--- config.mk ---
export PLATFORM = sky130hd
export DESIGN_NAME = tpu_result_drain
export DESIGN_NICKNAME = d
export VERILOG_FILES = /design/src/rtl/tpu_result_drain.sv
export SDC_FILE = /design/constraint.sdc
export NUM_CORES = 1
export LEC_CHECK = 0
export BUFFER_PORTS_ARGS = -buffer_cell sky130_fd_sc_hd__buf_2
export CELL_PAD_IN_SITES_DETAIL_PLACEMENT = 0
export CELL_PAD_IN_SITES_GLOBAL_PLACEMENT = 2
export CORE_UTILIZATION = 36
export CTS_CLUSTER_DIAMETER = 200
export DETAILED_ROUTE_END_ITERATION = 7
export HOLD_SLACK_MARGIN = 0.03
export PLACE_DENSITY = 0.8
export SYNTH_ARGS = -nofsm -noshare
export SYNTH_HDL_FRONTEND = slang
export SYNTH_SLANG_ARGS = --single-unit
export TNS_END_PERCENT = 5
--- constraint.sdc ---
create_clock -name clk -period 12 [get_ports clk]
set_clock_uncertainty 0.05 [all_clocks]
set_input_delay 3.6 -clock clk [delete_from_list [all_inputs] [get_ports clk]]
set_output_delay 3.6 -clock clk [all_outputs]
set_load 0.05 [all_outputs]
--- src/rtl/tpu_result_drain.sv ---
// tpu_result_drain: reads a contiguous run of partial-sum words from the results
// SRAM and streams them out one lane per beat over a valid/ready interface.
// Optional build macro: RESULT_RELU_EN clamps negative lanes to zero before
// sign extension; control, timing and handshake are unchanged.
module tpu_result_drain #(
  parameter int ADDRESSSIZE    = 10,
  parameter int PARTIAL_SUM_BW = 20,
  parameter int MATRIX_SIZE    = 8,
  parameter int OUT_BW         = 32
) (
  input  logic                                  clk,
  input  logic                                  rst,
  input  logic                                  start,
  input  logic [ADDRESSSIZE-1:0]                base_addr,
  input  logic [ADDRESSSIZE:0]                  num_words,
  output logic                                  busy,
  output logic                                  done,
  output logic                                  sram_rd_en,
  output logic [ADDRESSSIZE-1:0]                sram_rd_addr,
  input  logic [PARTIAL_SUM_BW*MATRIX_SIZE-1:0] sram_rd_data,
  output logic                                  out_valid,
  input  logic                                  out_ready,
  output logic [OUT_BW-1:0]                     out_data,
  output logic                                  out_last
);

  localparam int WORD_BW = PARTIAL_SUM_BW * MATRIX_SIZE;
  localparam int IDX_W   = (MATRIX_SIZE > 1) ? $clog2(MATRIX_SIZE) : 1;
  localparam logic [IDX_W-1:0] LAST_IDX = IDX_W'(MATRIX_SIZE - 1);

  localparam logic [2:0] S_IDLE   = 3'd0;
  localparam logic [2:0] S_READ   = 3'd1;
  localparam logic [2:0] S_LOAD   = 3'd2;
  localparam logic [2:0] S_STREAM = 3'd3;
  localparam logic [2:0] S_DONE   = 3'd4;

  logic [2:0]                state;
  logic [WORD_BW-1:0]        word_q;
  logic [IDX_W-1:0]          lane_idx;
  logic [ADDRESSSIZE:0]      remaining;
  logic [IDX_W-1:0]          next_idx;
  logic [PARTIAL_SUM_BW-1:0] next_lane;
  logic                      final_word;

  // Widen one lane to the beat width, optionally clamping negatives to zero.
  function automatic logic [OUT_BW-1:0] extend_lane(input logic [PARTIAL_SUM_BW-1:0] v);
`ifdef RESULT_RELU_EN
    if (v[PARTIAL_SUM_BW-1]) return '0;
`endif
    return OUT_BW'($signed(v));
  endfunction

  // Select the lane that follows the one currently on the output.
  always_comb begin
    // NOTE: every combinational output gets a default first so no latch is inferred.
    next_idx   = '0;
    next_lane  = '0;
    next_idx   = lane_idx + IDX_W'(1);
    next_lane  = word_q[next_idx*PARTIAL_SUM_BW +: PARTIAL_SUM_BW];
    final_word = (remaining == (ADDRESSSIZE+1)'(1));
  end

  // Command sequencer: read one word, then hand its lanes out one per handshake.
  always_ff @(posedge clk or posedge rst) begin
    if (rst) begin
      // NOTE: the word register is a plain flop bank, so it is reset with the rest
      // of the state; reset leaves no stale partial sums behind.
      state        <= S_IDLE;
      word_q       <= '0;
      lane_idx     <= '0;
      remaining    <= '0;
      busy         <= 1'b0;
      done         <= 1'b0;
      sram_rd_en   <= 1'b0;
      sram_rd_addr <= '0;
      out_valid    <= 1'b0;
      out_data     <= '0;
      out_last     <= 1'b0;
    end else begin
      // NOTE: sequential state uses non-blocking assignments only, so every
      // right-hand side sees the values from before this edge.
      case (state)
        S_IDLE: begin
          if (start) begin
            remaining    <= num_words;
            sram_rd_addr <= base_addr;
            busy         <= 1'b1;
            if (num_words == '0) begin
              done  <= 1'b1;
              state <= S_DONE;
            end else begin
              sram_rd_en <= 1'b1;
              state      <= S_READ;
            end
          end
        end
        S_READ: begin
          sram_rd_en <= 1'b0;
          state      <= S_LOAD;
        end
        S_LOAD: begin
          word_q    <= sram_rd_data;
          lane_idx  <= '0;
          out_valid <= 1'b1;
          out_data  <= extend_lane(sram_rd_data[PARTIAL_SUM_BW-1:0]);
          out_last  <= (MATRIX_SIZE == 1) && final_word;
          state     <= S_STREAM;
        end
        S_STREAM: begin
          if (out_ready) begin
            if (lane_idx == LAST_IDX) begin
              out_valid    <= 1'b0;
              out_last     <= 1'b0;
              remaining    <= remaining - (ADDRESSSIZE+1)'(1);
              sram_rd_addr <= sram_rd_addr + ADDRESSSIZE'(1);
              if (final_word) begin
                done  <= 1'b1;
                state <= S_DONE;
              end else begin
                sram_rd_en <= 1'b1;
                state      <= S_READ;
              end
            end else begin
              lane_idx <= next_idx;
              out_data <= extend_lane(next_lane);
              out_last <= (next_idx == LAST_IDX) && final_word;
            end
          end
        end
        S_DONE: begin
          done  <= 1'b0;
          busy  <= 1'b0;
          state <= S_IDLE;
        end
        default: begin
          state <= S_IDLE;
        end
      endcase
    end
  end

endmodule

# Word-level counts from Yosys, hierarchy flattened

Cells that the tools add are included.

Add/sub/neg operators: 3
Multipliers: 1
Div/mod/pow operators: 0
Magnitude comparators: 0
Eq/ne operators: 15
Shift operators: 1
Mux-type cells: 40
Bitwise gates (word level): 0
Reductions and logical operators: 16

Operators with widths:

| operator                                            | count |
|---|---|
| variable part select 160 x 9 -> 20 bit              | 1 |
| 2-to-1 mux 32 bit                                   | 2 |
| one-hot mux 32 bit (2 select lines)                 | 1 |
| 2-to-1 mux 11 bit                                   | 3 |
| 2-to-1 mux 10 bit                                   | 3 |
| one-hot mux 11 bit (2 select lines)                 | 1 |
| 2-to-1 mux 3 bit                                    | 7 |
| one-hot mux 10 bit (2 select lines)                 | 1 |
| inequality test 2 bit (second input constant)       | 8 |
| 2-to-1 mux 1 bit                                    | 15 |
| one-hot mux 3 bit (4 select lines)                  | 1 |
| AND reduction 6 bit                                 | 2 |
| == test 11 x 1 -> 1 bit (second input constant)     | 1 |
| zero test 11 bit                                    | 1 |
| subtractor 11 x 1 -> 11 bit (second input constant) | 1 |
| adder 10 x 1 -> 10 bit (second input constant)      | 1 |
| == test 3 bit (second input constant)               | 3 |
| AND reduction 3 bit                                 | 3 |
| == test 3 x 2 -> 1 bit (second input constant)      | 2 |
| multiplier 3 x 3 -> 6 bit (second input constant)   | 1 |
| one-hot mux 1 bit (2 select lines)                  | 3 |
| one-hot mux 1 bit (3 select lines)                  | 2 |
| one-hot mux 3 bit (2 select lines)                  | 1 |
| nonzero test 2 bit                                  | 3 |
| other kinds (7)                                     | 9 |

Register bits: 224
Bits in latches: 0
Memory bits (writable): 0
Bits in read-only memories: 0
Input port bits: 185
Output and inout bits: 47
Word-level logic and storage cells: 87
Memories kept: 0

# Depth between registers and ports, before layout

Word-level depth: 6
Depth in mapped cells: 8

# Least setup slack after synthesis

OpenSTA, ideal clock, no wires.

Path type: flip-flop to output port
Start point: register, netlist name out_data[30]
End point: output port out_data[20]
Arrival time: 1.100 ns
Required time: 8.350 ns
Path slack: 7.250 ns
Stages on the path, launching flop included: 2
Path buffers: 1
Path through: dfrtp_1 -> buf_4

RTL lines:

| item          | RTL line | source |
|---|---|---|
| end, declared | 23       | `output logic [OUT_BW-1:0] out_data,` |

# Worst setup path in the final report

Start point: input port out_ready
End point: register out_data[9]

Word-level cells in the longest chain between the ends: 2

RTL lines:

| item                            | RTL line | source |
|---|---|---|
| start, declared                 | 22       | `input logic out_ready,` |
| inequality test 2 bit (no line) | --       |  |
| AND reduction 3 bit (no line)   | --       |  |
| end signal, assigned            | 105      | `out_data <= extend_lane(sram_rd_data[PARTIAL_SUM_BW-1:0]);` |
| end signal, assigned            | 125      | `out_data <= extend_lane(next_lane);` |

Every way passes these cells.
A chain may end at the register's enable or synchronous reset.

==> impl_metrics.py <==
metrics = {
    "critical_path": {
        "r2r-end": "word_q[19]$_DFFE_PP0P_",
        "path_buf_inv": 1,
        "path_delay_family": "compound AO/OA/AOI/OAI gates",
        "reg2reg_from": "state[2]$_DFFE_PP0P_",
        "cp.required_ns": 12.30,
        "start_kind": "primary input",
        "cp_slowest_stage_delay_ns": 0.68,
        "cp-end-kind": "register",
        "worst-path-max-fanout": 22,
        "path_cells": "buf_2 > nand2b_1 > a21o_1 > nand2b_1 > o21ai_0",
        "worst_ep_arrival_time_ns": 5.47,
        "rr_worst_depth": 5,
        "cpMaxStageDelayCell": "a21o_1",
        "crit_path_frequent_cell": "nand2b_1",
        "r2r_slack_ns": 8.84,
        "critPathKind": "in2reg",
    },
    "synth": {
        "synth_xor_area_share_pct": 0,
        "synth_fa_ha_area_share_pct": 0.763,
        "synth_area_leaders": "dfrtp_1 (54%), mux2_2 (18%), mux4_2 (9.2%)",
        "synth_cells": 709,
        "muxShareOfSynthArea_pct": 29.7,
        "synth_nets": 900,
        "synthSimpleGateAreaFrac_pct": 3.75,
        "yosys_most_used_dff": "dfrtp_1",
        "synth_top_family_by_area": "multiplexers",
        "ys_types": 49,
        "syn_area_per_cell_um2": 13.9,
        "synth-async-reset-ratio_pct": 100,
        "synth_top_area_cell": "dfrtp_1",
        "synth_edf_count": 0,
        "synth_compound_gate_area_share_pct": 8.15,
        "synth-seq-cells": 212,
        "synth_top_area_share_pct": 53.9,
        "ys_warn_count": 0,
        "syn-cell-area_um2": 9840,
        "ys_seq_area_share_pct": 53.9,
    },
    "layout": {
        "fin_area_um2": 11900,
        "drive_above_1_share_pct": 51.9,
        "area_delta_synth_final_pct": 21.1,
        "final_nets": 1104,
    },
    "worst_hold_path": {
        "min_from": "word_q[107]$_DFFE_PP0P_",
        "hold_depth": 1,
        "min_to": "word_q[107]$_DFFE_PP0P_",
        "hold_path.class": "reg2reg",
    },
    "sta": {
        "finalMaxSlewViolations": 0,
        "rsz0062_at_grt": "no",
        "setup_tns_ns": 0,
        "worst_slew_pin_slew_ns": 1.11,
        "fmax_mhz": 193,
        "fin_crit_ns": 5.17,
        "fin_crit_sh_pct": 43.1,
        "setup_viol": 0,
        "hold_viol_final": 0,
        "fin_ws_ns": 6.83,
        "relSlewSlack_pct": 25.8,
    },
    "global_route": {
        "grtUsageMet2_pct": 28.1,
        "antenna_found_initial": 7,
        "grt_pass1_wl_um": 38700,
        "gr-usage-met1_pct": 23.8,
        "gr-total-overflow": 0,
        "track_usage_pct": 17.6,
        "grt_pass1_vias": 6865,
        "gr-max-usage-layer": "met2",
        "use_met3_pct": 4.70,
        "grt_max_degree": 105,
    },
    "power": {
        "p_leak_nw": 5.34,
        "peakVddDrop_v": 0.000129,
        "p_per_area_nw_per_um2": 298,
    },
    "placement": {
        "place_congestion": 0.771,
        "port_buffers": 231,
        "place_area_um2": 11200,
        "dp.final_hpwl_um": 16600,
        "pre_cts_slack_ns": 6.22,
    },
    "floorplan": {
        "pin_count": 232,
        "fp-row-count": 60,
        "dieHeight_um": 167,
        "coreArea_um2": 26900,
        "fp.dieW_um": 167,
        "dieArea_um2": 28000,
        "start_util_pct": 36.6,
    },
    "clocking": {
        "cts_hold_buffers": 0,
        "cts_tree": "done",
        "cts-resized-gates": 0,
        "postCtsSetupBuffers": 0,
        "insertion_delay_ns": 0.52,
        "htreeDepth": 1,
        "cts.sinks": 212,
        "cts_made_buffers": 25,
        "clk_path_buf_depth": 3,
        "clkTransAtPathRegs_ns": 0.05,
        "cts_root_buf": "clkbuf_16",
    },
    "routing": {
        "routedWlPerCell_um": 19.3,
        "dr.pass1.iters": 4,
        "drt_iter0_drc": 426,
        "drtAntennaViolNets": 0,
        "routed_via_density": 5.24,
        "post-route-drc-count": 0,
        "vias": 6661,
        "wl_um": 24500,
    },
    "flow_run": {
        "max-cap-violations": 0,
    },
    "status": {
        "status": "finished, final reports clean",
    },
}
-- worst max-delay path by stage --
stage	start	endpoint	slack [ns]	cells past startpoint
after detailed placement	out_ready	out_data[3]$_DFFE_PP0P_	6.22	5
after global placement	out_ready	out_data[12]$_DFFE_PP0P_	6.28	5
after floorplan	rst	busy$_DFFE_PP0P_	2.56	1
after CTS	out_ready	out_data[9]$_DFFE_PP0P_	6.74	5
after global routing	out_ready	out_data[6]$_DFFE_PP0P_	6.55	5
final	out_ready	out_data[9]$_DFFE_PP0P_	6.83	5
-- cell families after synthesis --
logic type                 after synthesis
buffers and inverters                   73
DFF                                    212
and+or+nand+nor                         69
AOI/OAI and AO/OA                      127
muxes                                  222
adders and majority gates                6
-- cells in the mapped netlist, types with 5 or more instances --
cell,instances
a21oi_1,22
a22oi_1,23
buf_2,31
buf_4,13
clkbuf_1,15
dfrtp_1,212
ha_1,6
inv_1,9
mux2_2,161
mux2i_1,21
mux4_2,40
nand2_1,16
nand3_1,11
nor2_1,7
nor3_1,8
o21ai_0,46
o22ai_1,5
-- per-layer routing --
layer / up-vias / wire length [µm]
li1: 3070 / -
met1: 3375 / 11000
met2: 178 / 11400
met3: 34 / 1680
met4: 4 / 433
met5: - / 23
-- final cells by class --
type,instances,area (µm²)
diodes,3,7.51
clock buffers,33,656
clock inverters,7,60.1
fillers,2512,15000
inverters,10,45.0
multi-input cells,424,4190
flip-flops and latches,212,5310
well taps,341,427
repair buffers,240,1220
-- sequential cells by signal, summed over array words and instances, names as in the netlist --
signal        flops
sram_rd_en        1
word_q          160
out_last          1
out_valid         1
state             3
remaining        11
sram_rd_addr     10
lane_idx          3
out_data         20
busy              1
done              1
-- cells in the final DEF (no fill, tap or decap), types with 16 or more instances in the layout --
| cell type | n |
|---|---|
| a22oi_1 | 23 |
| mux2i_1 | 21 |
| o21ai_0 | 46 |
| dfrtp_1 | 212 |
| mux2_2 | 161 |
| clkbuf_16 | 25 |
| mux4_2 | 40 |
| a21oi_1 | 22 |
| buf_2 | 231 |
| nand2_1 | 16 |
-- per-stage QoR --
stage	hold WS, ns	total power [mW]	util [%]	std cells
finish	0.450	3.55	44.3	1270
CTS	0.448	3.60	44.3	1267
detailed placement	0.432	2.89	41.6	1227
global route	0.469	3.77	44.3	1268
global placement	0.431	2.86	41.6	1227
floorplan	0.408	2.50	-	709
-- report_power, final --
part           switching (mW)  internal [mW]
clock network           0.285          0.401
registers               0.204           1.06
logic                   0.832          0.767
total                    1.32           2.23
(Power assumes the default switching activity.)
